**src/rtl/hex_display_reader.sv**
```systemverilog
// Seven-segment monitor: decodes the eight active-low HEX buses back into a 32-bit value,
// publishes it once stable and checks that successive publishes step by +1.

module hex_seg_decode (
    input  logic [6:0] seg,
    output logic [3:0] nib,
    output logic       ok
);
    always_comb begin
        nib = 4'h0;
        ok  = 1'b1;
        case (seg)
            7'b1000000:             nib = 4'h0;
            7'b1111001, 7'b1111011: nib = 4'h1;
            7'b0100100:             nib = 4'h2;
            7'b0110000:             nib = 4'h3;
            7'b0011001:             nib = 4'h4;
            7'b0010010:             nib = 4'h5;
            7'b0000010:             nib = 4'h6;
            7'b1111000:             nib = 4'h7;
            7'b0000000:             nib = 4'h8;
            7'b0011000:             nib = 4'h9;
            7'b0001000:             nib = 4'ha;
            7'b0000011:             nib = 4'hb;
            7'b0100111:             nib = 4'hc;
            7'b0100001:             nib = 4'hd;
            7'b0000110:             nib = 4'he;
            7'b0001110:             nib = 4'hf;
            default:                ok  = 1'b0;
        endcase
    end
endmodule

module hex_display_reader #(
    parameter int STABLE_CYCLES = 2,
    parameter int PAUSE_CYCLES  = 8
) (
    input  logic        CLOCK_50,
    input  logic        resetn,
    input  logic [6:0]  HEX0,
    input  logic [6:0]  HEX1,
    input  logic [6:0]  HEX2,
    input  logic [6:0]  HEX3,
    input  logic [6:0]  HEX4,
    input  logic [6:0]  HEX5,
    input  logic [6:0]  HEX6,
    input  logic [6:0]  HEX7,
    output logic [31:0] value,
    output logic        value_valid,
    output logic [7:0]  digit_err,
    output logic        seq_err,
    output logic        paused,
    output logic [15:0] step_count,
    output logic [7:0]  jump_count
);
    localparam int SW = $clog2(STABLE_CYCLES + 1);
    localparam int IW = $clog2(PAUSE_CYCLES + 1);
    localparam logic [SW-1:0] STABLE_MAX = SW'(STABLE_CYCLES);
    localparam logic [IW-1:0] PAUSE_LAST = IW'(PAUSE_CYCLES - 1);

    typedef enum logic [1:0] {IDLE, TRACK, PAUSED} state_t;

    state_t          state;
    logic [7:0][6:0] hex_in, hex_q;
    logic [7:0][3:0] nib;
    logic [7:0]      ok;
    logic            samp_vld;
    logic [31:0]     cand, prev_cand;
    logic            cand_ok;
    logic [SW-1:0]   stab_cnt, stab_next;
    logic [IW-1:0]   idle_cnt;
    logic            publish, is_step;

    assign hex_in = {HEX7, HEX6, HEX5, HEX4, HEX3, HEX2, HEX1, HEX0};

    for (genvar i = 0; i < 8; i++) begin : g_dec
        hex_seg_decode u_dec (.seg(hex_q[i]), .nib(nib[i]), .ok(ok[i]));
    end

    // samp_vld masks the cleared sample registers until the first real sample lands
    assign cand    = nib;
    assign cand_ok = samp_vld & (&ok);
    assign is_step = (cand == value + 32'd1);

    always_comb begin
        stab_next = '0;
        if (!cand_ok)
            stab_next = '0;
        else if (cand != prev_cand)
            stab_next = SW'(1);
        else if (stab_cnt == STABLE_MAX)
            stab_next = stab_cnt;
        else
            stab_next = stab_cnt + SW'(1);
    end

    assign publish = (stab_next == STABLE_MAX) && ((state == IDLE) || (cand != value));

    always_ff @(posedge CLOCK_50 or negedge resetn) begin
        if (!resetn) begin
            hex_q       <= '0;
            samp_vld    <= 1'b0;
            prev_cand   <= '0;
            stab_cnt    <= '0;
            idle_cnt    <= '0;
            state       <= IDLE;
            value       <= '0;
            value_valid <= 1'b0;
            digit_err   <= '0;
            seq_err     <= 1'b0;
            paused      <= 1'b0;
            step_count  <= '0;
            jump_count  <= '0;
        end else begin
            hex_q       <= hex_in;
            samp_vld    <= 1'b1;
            prev_cand   <= cand;
            stab_cnt    <= stab_next;
            digit_err   <= samp_vld ? ~ok : 8'h00;
            value_valid <= publish;
            seq_err     <= 1'b0;
            if (publish) begin
                value    <= cand;
                idle_cnt <= '0;
                paused   <= 1'b0;
                state    <= TRACK;
                if (state != IDLE) begin
                    if (is_step) begin
                        if (step_count != 16'hFFFF) step_count <= step_count + 16'd1;
                    end else begin
                        seq_err <= 1'b1;
                        if (jump_count != 8'hFF) jump_count <= jump_count + 8'd1;
                    end
                end
            end else begin
                case (state)
                    TRACK: begin
                        idle_cnt <= idle_cnt + IW'(1);
                        if (idle_cnt == PAUSE_LAST) begin
                            state  <= PAUSED;
                            paused <= 1'b1;
                        end
                    end
                    default: ;
                endcase
            end
        end
    end
endmodule
```
**config.mk**
```make
export PLATFORM = sky130hd
export DESIGN_NAME = hex_display_reader
export DESIGN_NICKNAME = d
export VERILOG_FILES = /design/src/rtl/hex_display_reader.sv
export SDC_FILE = /design/constraint.sdc
export NUM_CORES = 1
export LEC_CHECK = 0
export CORE_ASPECT_RATIO = 1.1
export CORE_UTILIZATION = 45
export DETAILED_ROUTE_END_ITERATION = 16
export HOLD_SLACK_MARGIN = 0.08
export MAX_ROUTING_LAYER = met4
export PLACE_DENSITY = 0.73
export SETUP_SLACK_MARGIN = 0.2
export SYNTH_ARGS = -nofsm -noshare
export SYNTH_HDL_FRONTEND = slang
export SYNTH_SLANG_ARGS = --single-unit
```
**constraint.sdc**
```tcl
create_clock -name CLOCK_50 -period 5.45 [get_ports CLOCK_50]
set_clock_uncertainty 0.1 [all_clocks]
set_input_delay 1.635 -clock CLOCK_50 [delete_from_list [all_inputs] [get_ports CLOCK_50]]
set_output_delay 1.635 -clock CLOCK_50 [all_outputs]
set_load 0.03 [all_outputs]
```
### Yosys cells after proc, flatten, opt, wreduce, memory -nomap -nowiden

Cells that the tools add are included.

* register bits: 164
* input port bits: 58
* output and inout bits: 67
* logic and storage cells: 230

* $add $sub $neg: 5
* eq/ne operators: 137
* multiplexer cells: 31
* bitwise operators: 3
* reduce and logical (&&, ||, !) cells: 34

Operators by type and width (number)
* 4-bit one-hot mux with 15 select lines: 8
* 7-bit by 6-bit equality test with 1-bit output, second input constant: 32
* 7-bit equality test, second input constant: 32
* 7-bit by 5-bit equality test with 1-bit output, second input constant: 24
* 17-bit OR reduction: 8
* 7-bit by 2-bit equality test with 1-bit output, second input constant: 16
* 7-bit by 4-bit equality test with 1-bit output, second input constant: 16
* 32-bit != test: 2
* 7-bit by 3-bit equality test with 1-bit output, second input constant: 8
* 7-bit logical NOT: 8
* 32-bit by 1-bit adder with 32-bit output, second input constant: 1
* 32-bit equality test: 1
* 16-bit by 1-bit adder with 16-bit output, second input constant: 1
* 16-bit != test, second input constant: 1
* 2-bit OR reduction: 8
* 1-bit two-way mux: 14
* 2-bit two-way mux: 6
* 8-bit by 1-bit adder with 8-bit output, second input constant: 1
* 4-bit two-way mux: 2
* 8-bit two-way mux: 1
* 8-bit != test, second input constant: 1
* 8-bit NOT: 1
* 4-bit AND reduction: 2
* 8-bit AND reduction: 1
* other kinds (12): 15

### Depth between registers and ports, before layout

Gate-level depths: netlist of the first run.

* depth in word-level cells: 10
* mapped depth: 15
* gate-level depth less buffers: 12

### Modules after synthesis

A second synthesis of the first run with hierarchy kept.

* cells, all modules: 1141
* area, all modules: 10468.8 um2

By module, submodules not included
* hex_display_reader: instances 1, cells each 668, area each 7201.9 um2, sequential area each 4078.9 um2
* hex_seg_decode (g_dec[0].u_dec ...): instances 6, cells each 58, area each 391.6 um2, sequential area each 0.0 um2
* hex_seg_decode (g_dec[6].u_dec): instances 1, cells each 67, area each 488.0 um2, sequential area each 0.0 um2
* hex_seg_decode (g_dec[7].u_dec): instances 1, cells each 58, area each 429.2 um2, sequential area each 0.0 um2

### Worst setup path before layout of the first run

No wires, ideal clock.

* path type: flip-flop to flip-flop
* start point: register hex_q[39] (netlist name)
* end point: register step_count[8]
* setup time: 77 ps
* data arrival time: 3912 ps
* required time: 5273 ps
* setup slack: 1361 ps
* stages on the path, launching flop included: 14
* path buffers: 2
* clock period less this slack: 4089 ps
* path through: dfrtp_1 > clkbuf_1 > or4b_2 > a211o_1 > nand3_1 > xor3_1 > or4_1 > or4_4 > a2111oi_4 > and4_1 > nand4_4 > buf_6 > nor2_4 > xor2_2

* longest elaborated chain between the ends: 9
* elaborated cells on any way between the ends: 32
* those cells by class: 20 x eq/ne; 4 x mux; 1 x bitwise; 7 x reduce/logical

Ends and longest elaborated chain
* start: declaration: RTL line 64 `logic [7:0][6:0] hex_in, hex_q;`
* start signal: assignment: RTL line 115 `hex_q <= hex_in;`
* 7-bit equality test: RTL line 12 `case (seg)`
* 2-bit OR reduction
* 4-bit one-hot mux with 15 select lines *: RTL line 12
* net cand[21]: RTL line 68 `logic [31:0] cand, prev_cand;`
* 32-bit != test: RTL line 89 `else if (cand != prev_cand)`
* 2-bit two-way mux: RTL line 89
* 2-bit two-way mux: RTL line 87 `if (!cand_ok)`
* 2-bit equality test: RTL line 97 `assign publish = (stab_next == STABLE_MAX) && ((state == IDLE) || (cand != value));`
* 1-bit logical AND: RTL line 97
* 4-bit AND reduction (no line) *
* end signal: assignment: RTL line 129 `if (step_count != 16'hFFFF) step_count <= step_count + 16'd1;`
* end: declaration: RTL line 53 `output logic [15:0] step_count,`

The timed path passes the listed nets; every way through them passes the cells marked *.
A chain may end at the register's enable or synchronous reset.

### Worst setup path after layout of the first run

* start point: register hex_q[28] (netlist name)
* end point: register value[15]

* longest elaborated chain between the ends: 8
* elaborated cells on any way between the ends: 30
* those cells by class: 19 x eq/ne; 4 x mux; 1 x bitwise; 6 x reduce/logical

Ends and longest elaborated chain
* 7-bit equality test, or another cell as far along: RTL line 12
* 2-bit OR reduction / 17-bit OR reduction (equally long branches)
* 4-bit one-hot mux with 15 select lines / 1-bit two-way mux (equally long branches): RTL line 12
* 32-bit != test / 8-bit AND reduction (equally long branches): RTL line 89, 82
* 2-bit two-way mux / 1-bit AND (equally long branches): RTL line 89, 82
* 2-bit two-way mux *: RTL line 87
* net stab_next[1]: RTL line 70 `logic [SW-1:0] stab_cnt, stab_next;`
* 2-bit equality test *: RTL line 97
* 1-bit logical AND *: RTL line 97
* end signal: assignment: RTL line 123 `value <= cand;`
* end: declaration: RTL line 48 `output logic [31:0] value,`

Marks and branches as above.

==> metrics, run 1 <==
largest net degree at the start of global routing=87; Mapped Cells=1050; DR DRC count=0; Overall Power=2850 uW; clk root buf=clkbuf_16; Die Y=159 um; maximum vdd drop=0.000200 V; R2R Setup Slk=0.72 ns; Worst slew margin=31.0%; post-synthesis sequential area ratio=40.2%; Num CTS Buffers=17; Post-Synthesis Cell Area=0.0101 sq mm; Final Routed Wirelength=24.5 mm; Hold WC Path Type=reg2reg; async set-reset flop share out of synthesis=100%; synthesis-stage register bit count=163; gr ovfl total=0; DR pass1 iterations=7; met1 Use GR=29.6%; Final #Nets=1186; deepest clock path buffer count=2; Final ANT Viol Nets=0; Crit. End Element=flip-flop; hold path depth=1; setup tns final=0 ns; worst-path fanout max=29; FP Rows=57; Iteration-0 DRC Markers=629; CTS hold repair buffers=0; Syn Nets=1113; synth-to-layout area growth=19.5%; vias in the first global route=7650; HPWL Detailed=17.6 mm; Vias/cell=5.71; syn_area_per_cell=9.66 sq um; static leakage=0.00524 uW; RSZ-0062 raised after global routing=false; P per Cell Area=235 mW/mm^2; critical path data arrival time=4.95 ns; die width=145 um; CTS sink count=163; htree depth=4; Critical Path Source Type=flip-flop; Post-CTS Setup Repair Bufs=0; Port Buffers=124; GPL Wtd Cong=0.928; initial core utilization=45.9%; critical path type=reg2reg; Ports=125; Yosys warning total=0; layout cells sized above 1=9.68%; CTS tree=built; post-CTS sizing=0; commonest non-fill, non-tap cells in the layout=dfrtp_1, clkdlybuf4s50_1, xor2_1; clock-pin transition on the worst setup and hold timing paths=0.07 ns; Tmin final=4.73 ns; post-DR wirelength/cell=17.1 um; ANT cells=0; Core ar.=0.0221 sq mm; library cells used by synthesis=86; Hold Path End=state[0]; number of max-cap violations=0; hold path start=state[0]; slew of the pin with the lowest slew margin=1.02 ns; setup violators final=0; initial antenna violation count=0; worst skew pair latency=0.44 ns; most common cell after layout, fill and taps aside=dfrtp_1; period utilization=86.8%; r2r endpoint=value[15]; total track usage=22.4%; Pins Over Slew Limit=0; endpoints failing hold=0; Worst Setup SP=hex_q[28]; Worst Path Required=5.67 ns; GR Util met3=3.64%; status=complete, no violations; met2 usage=34.5%; R2R depth=11; first-pass GRT wire length=40.2 mm; max frequency=211 MHz; die area=0.0231 sq mm; GR peak layer=met2; via count=8176; Post-synth top flop=dfrtp_1; reg-to-reg critical path startpoint=hex_q[28]; EDFF count, synth=0
[sequential cells by signal (all words and copies together), names as in the netlist]
signal,cells
state,1
value_valid,1
digit_err,8
prev_cand,32
idle_cnt,4
step_count,16
jump_count,8
samp_vld,1
seq_err,1
value,32
hex_q,56
stab_cnt,2
paused,1
[layout make-up]
| class | instances | area (sq um) |
|---|---|---|
| clock buffer | 18 | 439 |
| clock inverter | 14 | 156 |
| fill | 1944 | 9990 |
| inverter | 33 | 124 |
| multi-input combinational | 775 | 5620 |
| sequential | 163 | 4080 |
| tap | 295 | 369 |
| timing repair buffer | 133 | 1340 |
[worst max-delay path by stage]
stage,to,slack [ns],cells after the start
after CTS,step_count[1],0.73,10
after detailed placement,step_count[1],0.74,10
final,value[15],0.72,11
after global placement,step_count[5],0.83,11
after global routing,value[15],0.28,11
after floorplan,step_count[8],1.36,13
[layer usage]
layer  wire [um]  part of all wire, %
met1       11100                   45
met2       11700                   48
met3        1030                  4.2
met4         660                  2.7
met5           0                    0
[cells by family after synthesis]
kind of cell,Yosys count,share of synthesized area (%)
AND/OR/NAND/NOR,443,26.4
flip-flops,163,40.2
AO/OA/AOI/OAI,153,11.1
XOR/XNOR,132,12.7
buffers and inverters,112,4.39
multiplexers,41,4.50
adder cells (fa/ha/maj),5,0.617
other,1,0.0370
[worst max-delay path, cell delays in order, from the launching register on]
cell and delay, ns:
dfrtp_1 0.52, or3b_2 0.50, a2111oi_0 0.58, a211o_1 0.35
xor2_1 0.10, a2111oi_0 0.41, o2111ai_1 0.19, nor4_1 0.35
nor3b_2 0.38, and3_2 0.51, buf_12 0.24, mux2_2 0.36
[report_power, final]
part	switching [uW]	internal (uW)
clock	563	666
sequential	76.4	1240
combinational	154	151
[synth_stat cells (11+ instances only)]
| cell type | instances | area (sq um) |
|---|---|---|
| or3_1 | 11 | 68.8 |
| o21ai_0 | 21 | 105 |
| nand2_1 | 50 | 188 |
| nor2_1 | 68 | 255 |
| clkbuf_1 | 64 | 240 |
| dfrtp_1 | 163 | 4080 |
| nor4_1 | 19 | 119 |
| xor2_1 | 76 | 666 |
| nand4_1 | 26 | 163 |
| nor3b_1 | 14 | 105 |
| xnor2_1 | 44 | 385 |
| nor4b_1 | 14 | 123 |
| a21oi_1 | 21 | 105 |
| nand2b_1 | 15 | 93.8 |
| and3_1 | 17 | 106 |
| mux2_2 | 23 | 259 |
| nor2b_1 | 14 | 87.6 |
| nor3_1 | 40 | 200 |
| inv_1 | 33 | 124 |
| nand3_1 | 48 | 240 |
| nor4bb_1 | 11 | 110 |
| nand3b_1 | 17 | 128 |
[per-stage QoR]
step,hold WS (ns),util (%),instance area (sq um),setup slack [ns],std cells
6_report,0.395,54.8,12100,0.719,1431
5_1_grt,0.412,54.8,12100,0.278,1431
2_1_floorplan,0.365,-,10100,1.36,1050
3_3_place_gp,0.377,52.1,11500,0.832,1399
3_5_place_dp,0.385,52.1,11500,0.736,1399
4_1_cts,0.395,54.8,12100,0.731,1431
Power figures use the tool's default switching activity.
==> inputs of run 2 (changes only) <==
Settings changed: CAP_MARGIN set to 5, SLEW_MARGIN set to 40.
Clock period 5.45 ns to 5.6 ns, I/O delays scaled along.
==> run 2 against run 1 <==
Net effect:
- routed wire length grew 1.0%
- critical path depth is the same
- clock power shrank 5%
- design area grew 0.20%
- die area is the same
- critical path type unchanged
- setup slack gained 0.052 ns
- sequential power is essentially flat
- total power shrank 3.3%
- via count grew 1.5%
- hold slack gained 0.012 ns
- non-clock buffer count shrank 2
- first-iteration DRC count shrank 18%
==> metrics, run 2 (synthesized netlist as in run 1, its figures left out) <==
DR DRC count=0 (unchanged); die width=145 um (unchanged); largest net degree at the start of global routing=92 (+5.7%); CTS sink count=163 (unchanged); first-pass GRT wire length=40.5 mm (+0.70%); most common cell after layout, fill and taps aside=dfrtp_1; worst slack, placed=0.828 ns (+0.0917 ns); critical path type=reg2reg; die area=0.0231 sq mm (unchanged); CP Cell Sequence=or3b_2 > a2111oi_0 > a211o_1 > xor2_1 > a2111oi_0 > o2111ai_1 > nor4_1 > nor3b_2 > and3_2 > buf_12 > mux2_2; commonest non-fill, non-tap cells in the layout=dfrtp_1, clkdlybuf4s50_1, xor2_1; total track usage=22.4% (about the same); Ports=125 (unchanged); Port Buffers=124 (unchanged); synth-to-layout area growth=19.7%; initial antenna violation count=0 (unchanged); R2R Setup Slk=0.77 ns (+0.05 ns); critical path data arrival time=5.05 ns (+0.10 ns); Worst Setup SP=hex_q[28]; hold path start=jump_count[6]; worst-path fanout max=27 (-6.9%); GPL Wtd Cong=0.917 (-1.2%); R2R depth=11 (unchanged); max frequency=207 MHz (-2.0%); post-CTS sizing=0 (unchanged); internal power=1960 uW (-4.7%); DR pass1 iterations=7 (unchanged); post-DR wirelength/cell=17.3 um (+1.2%); Pins Over Slew Limit=0 (unchanged); Vias/cell=5.81 (+1.7%); CP max stage delay=0.58 ns (about the same); initial core utilization=45.9% (unchanged); Overall Power=2760 uW (-3.3%); CP most frequent cell=a2111oi_0; Core ar.=0.0221 sq mm (unchanged); number of max-cap violations=0 (unchanged); clk root buf=clkbuf_16; setup violators final=0 (unchanged); Tmin final=4.83 ns (+0.0976 ns); deepest clock path buffer count=2 (unchanged); sw frac=28.8% (+1.0 points); endpoints failing hold=0 (unchanged); slew of the pin with the lowest slew margin=0.686 ns (-0.336 ns); Final ANT Viol Nets=0 (unchanged); Worst path slowest cell=a2111oi_0; RSZ-0062 raised after global routing=false; reg-to-reg critical path startpoint=hex_q[28]; layout cells sized above 1=9.52% (-0.16 points); status=complete, no violations; final worst slack=0.772 ns (+0.0524 ns); Largest regs=hex_q x56, prev_cand x32, value x32; setup tns final=0 ns (unchanged); r2r endpoint=value[19]; Worst slew margin=53.5% (+23 points); FP Rows=57 (unchanged); Crit. End Element=flip-flop; P per Cell Area=227 mW/mm^2 (-3.5%); ANT cells=0 (unchanged); CTS tree=built; sequential share of power=46.7% (+0.4 points); Post-CTS Setup Repair Bufs=0 (unchanged); vias in the first global route=7757 (+1.4%); HPWL Detailed=17.6 mm (about the same); clock-pin transition on the worst setup and hold timing paths=0.07 ns (about the same); Die Y=159 um (unchanged); worst setup path end=value[19]; Critical Path Source Type=flip-flop; CTS hold repair buffers=0 (unchanged); largest reg by FF count=hex_q; htree depth=4 (unchanged); max reg flops=56 (unchanged); maximum vdd drop=0.000194 V (-2.9%); Final #Nets=1184 (-0.17%); fillers=1958 (+0.72%); worst skew pair latency=0.44 ns (about the same); Clk pwr share=42.6% (-0.4 points); Iteration-0 DRC Markers=516 (-18%); Num CTS Buffers=17 (unchanged); power share of the combinational group=10.7% (about the same); period utilization=86.2% (-0.58 points); via count=8300 (+1.5%); Psw=794 uW (+0.16%); Worst Path Required=5.82 ns (+0.15 ns); static leakage=0.00524 uW (about the same); Final Routed Wirelength=24.7 mm (+1.0%); gr ovfl total=0 (unchanged); Hold WC Path Type=reg2reg
run 2: stage by stage:
stage | utilization [%] | instances | instance area (sq um) | hold WS, ns
after global routing | 54.9 | 1429 | 12100 | 0.424
after detailed placement | 52.0 | 1396 | 11500 | 0.379
after global placement | 52.0 | 1396 | 11500 | 0.372
final | 54.9 | 1429 | 12100 | 0.407
after floorplan | - | 1050 | 10100 | 0.365
after CTS | 54.8 | 1428 | 12100 | 0.401
run 2: worst min-delay path by stage:
stage / endpoint / cells past startpoint
floorplan: state[0] / 1
global placement: step_count[15] / 1
detailed placement: step_count[15] / 1
CTS: jump_count[6] / 1
global route: step_count[4] / 1
finish: jump_count[6] / 1
run 2: worst max-delay path: cells and delay by family, from the launching register on:
family / cells / cell delay (ns)
and+or+nand+nor: 4 / 1.80
DFF: 1 / 0.53
buffers and inverters: 1 / 0.24
AOI/OAI and AO/OA: 4 / 1.54
xor gates and xnor gates: 1 / 0.13
muxes: 1 / 0.36
run 2: routing by layer:
metal	track usage, %	wire (um)	up-vias
li1	-	-	3969
met1	29.0	11000	4029
met2	35.4	12100	263
met3	3.93	1090	39
met4	7.89	599	0
met5	-	0	-
run 2: layout make-up:
type	count	area, sq um	share of cell area [%]
Multi-Input combinational cell	775	5620	46.3
Inverter	33	124	1.02
Clock buffer	17	425	3.50
Tap cell	295	369	3.04
Timing Repair Buffer	131	1340	11.1
Clock inverter	15	185	1.52
Sequential cell	163	4080	33.6
run 2: power groups by stage:
stage                     clock network, uW  registers, uW  logic [uW]
final                                  1170           1290         296
after global routing                   1260           1300         325
after floorplan                           0           1260         214
after CTS                              1200           1290         295
after global placement                    0           1310         290
after detailed placement                  0           1310         293
==> inputs of run 3 (changes only) <==
Settings changed: CTS_CLUSTER_SIZE set to 16.
==> results of run 3 <==
Final layout, timing and power as in run 2 (identical DEF).
==> variant: new RTL, flow settings as in run 1 <==
Set the parameter `STABLE_CYCLES` to 4 (it was 2).
--- a/src/rtl/hex_display_reader.sv
+++ b/src/rtl/hex_display_reader.sv
@@ -33,5 +33,5 @@
 
 module hex_display_reader #(
-    parameter int STABLE_CYCLES = 2,
+    parameter int STABLE_CYCLES = 4,
     parameter int PAUSE_CYCLES  = 8
 ) (
Formal check against the unedited RTL: not equivalent (a bounded check fails within 4 cycles, from zero or initial values and one cycle with resetn low).
==> variant against run 1 <==
Die area is 6.0% higher; synthesized area is 6.1% higher; final area is 4.9% higher; power is 0.13% lower; highest routed layer unchanged; core utilization is 0.83 points lower; routed wire length is 14% higher; setup slack better by 0.099 ns; synthesized cell count is 9.2% higher; sequential cell count is 1 higher; first-iteration DRC count is 18% lower; non-clock buffer count is 3 lower.
==> variant: results (changes against run 1) <==
[final_layout]
nets=1282  ; was 1186
n_antenna_cell=0  ; unchanged
fillers=2108  ; was 1944
layout-drive-gt1-share_pct=10.3  ; was 9.68%
top_regs=hex_q: 56 flops, prev_cand: 32 flops, value: 32 flops  ; unchanged

[yosys]
synthTopCellsByArea=dfrtp_1 (38%), xor2_1 (5.2%), xnor2_1 (4.2%), mux2_2 (2.9%), nor2_1 (2.5%)  ; was dfrtp_1 (40%), xor2_1 (6.6%), xnor2_1 (3.8%), mux2_2 (2.6%), nor2_1 (2.5%)
yosysTopAreaCell=dfrtp_1  ; unchanged
yosysWarnings=0  ; unchanged
ys_seq_area_share_pct=38.1  ; was 40.2%
yosys-top-cells-count=dfrtp_1 (164), nor2_1 (71), xor2_1 (64)  ; was dfrtp_1 (163), xor2_1 (76), nor2_1 (68)
ys_types=87  ; was 86
syn_nets=1211  ; was 1113

[routing]
wl_met3_mm=1.20  ; was 1.03 mm
dr.pass1.iters=5  ; was 7
first_iter_violations=518  ; was 629
vias=9122  ; was 8176
dr_wl_met2_mm=13.3  ; was 11.7 mm
top_layer_used=met4  ; unchanged
wl_met1_mm=12.5  ; was 11.1 mm
routed_wl_mm=27.8  ; was 24.5 mm

[clock_tree]
clk_latency_ns=0.43
cts_resized=0  ; unchanged
htreeDepth=4  ; unchanged
path_clk_slew_ns=0.07  ; about the same
cts_setup_buffers=0  ; unchanged
cts_root_buf=clkbuf_16  ; unchanged

[placement]
post-dp-hpwl_mm=20.8  ; was 17.6 mm
io_buffers=124  ; unchanged
routabilityCongestion=0.919  ; was 0.928

[global_routing]
grt_use_total_pct=23.9  ; was 22.4%
grt_overflow=0  ; unchanged
grt_max_degree=84  ; was 87
grt_pass1_wl_mm=44.4  ; was 40.2 mm
antenna_found_initial=0  ; unchanged
grt_pass1_vias=8297  ; was 7650

[setup_path]
max_stage_delay_ns=0.55  ; was 0.58 ns
reg2reg_depth=11  ; unchanged
crit_start=hex_q[29]  ; was hex_q[28]
arrival_ns=4.85  ; was 4.95 ns
slowest_stage=or3b_2  ; was a2111oi_0
r2r_slack_ns=0.82  ; was 0.72 ns
critical_path.top_delay_family=simple AND/OR/NAND/NOR gates  ; unchanged
path_max_fanout=28  ; was 29
r2r_end=value[26]  ; was value[15]

[outcome]
status=finished clean  ; unchanged

[power]
power_leakage_nw=5.35  ; was 5.24 nW
ir_drop_uv=149  ; was 200 uV

[worst_hold_path]
hold_path_depth=1  ; unchanged
hold_class=reg -> reg  ; unchanged

[sta]
slew-limit-headroom_pct=34.3  ; was 31.0%

-- variant: cell count changes after synthesis, sizes merged, moves of 7 or more --
| cell | change |
|---|---|
| o211ai | +8 |
| nor4 | +16 |
| nand4b | +7 |
| xnor2 | +8 |
| and3b | +9 |
| nor3 | +7 |
| o21ai | +16 |
| xor2 | -18 |
| and2 | +11 |
-- variant: how the worst min path moves through the flow --
stage | startpoint | end | slack [ns]
after floorplan | state[0] | state[0] | 0.36
after global placement | state[0] | state[0] | 0.37
after detailed placement | step_count[11] | step_count[11] | 0.38
after CTS | step_count[11] | step_count[11] | 0.39
after global routing | step_count[13] | step_count[13] | 0.41
final | step_count[11] | step_count[11] | 0.38
-- variant: through the flow --
stage                     utilization, %  area [sq um]  setup WS, ns  hold slack, ns  std cells
after CTS                           54.0         12700         0.825           0.388       1536
after global placement              51.6         12100         0.997           0.374       1504
after detailed placement            51.6         12100         0.848           0.376       1504
after global routing                54.0         12700         0.487           0.414       1536
after floorplan                        -         10800          1.46           0.365       1147
final                               54.0         12700         0.819           0.383       1536
-- variant: power breakdown --
group	switching (W)	internal [W]	total (W)
registers	0.0000809	0.00125	0.00133
clock network	0.000544	0.000643	0.00119
logic	0.000171	0.000160	0.000332
total	0.000796	0.00205	0.00285
-- variant: routing by layer --
layer | track usage, % | vias to the layer above
li1 | - | 4427
met1 | 31.1 | 4391
met2 | 37.2 | 258
met3 | 3.83 | 46
met4 | 9.18 | 0
met5 | - | -
-- variant: logic make-up (layout without fill, tap and decap cells) --
| group | after synthesis | after routing | share of synthesized area [%] |
|---|---|---|---|
| AO/OA/AOI/OAI | 180 | 180 | 11.9 |
| XOR/XNOR | 117 | 117 | 9.65 |
| adder cells (fa/ha/maj) | 6 | 6 | 0.697 |
| buffers and inverters | 116 | 200 | 4.34 |
| flip-flops | 164 | 164 | 38.1 |
| multiplexers | 40 | 40 | 4.04 |
| other | 1 | 1 | 0.0348 |
| AND/OR/NAND/NOR | 523 | 523 | 31.2 |
-- variant: area by class of cell --
type,count,area share (%)
Timing Repair Buffer,130,10.3
Clock buffer,17,3.35
Inverter,38,1.12
Multi-Input combinational cell,867,48.8
Clock inverter,15,1.17
Tap cell,305,3.00
Sequential cell,164,32.3
-- variant: worst reg2reg max path: stages (launching register included) --
cell and delay (ns):
dfrtp_1 0.54, or3b_2 0.55, nor4b_1 0.47, nor4_2 0.16, xnor2_1 0.18, a2111oi_0 0.45
nand3_1 0.13, nor4bb_1 0.50, nand4_1 0.35, nor2_4 0.46, buf_12 0.25, mux2_2 0.38
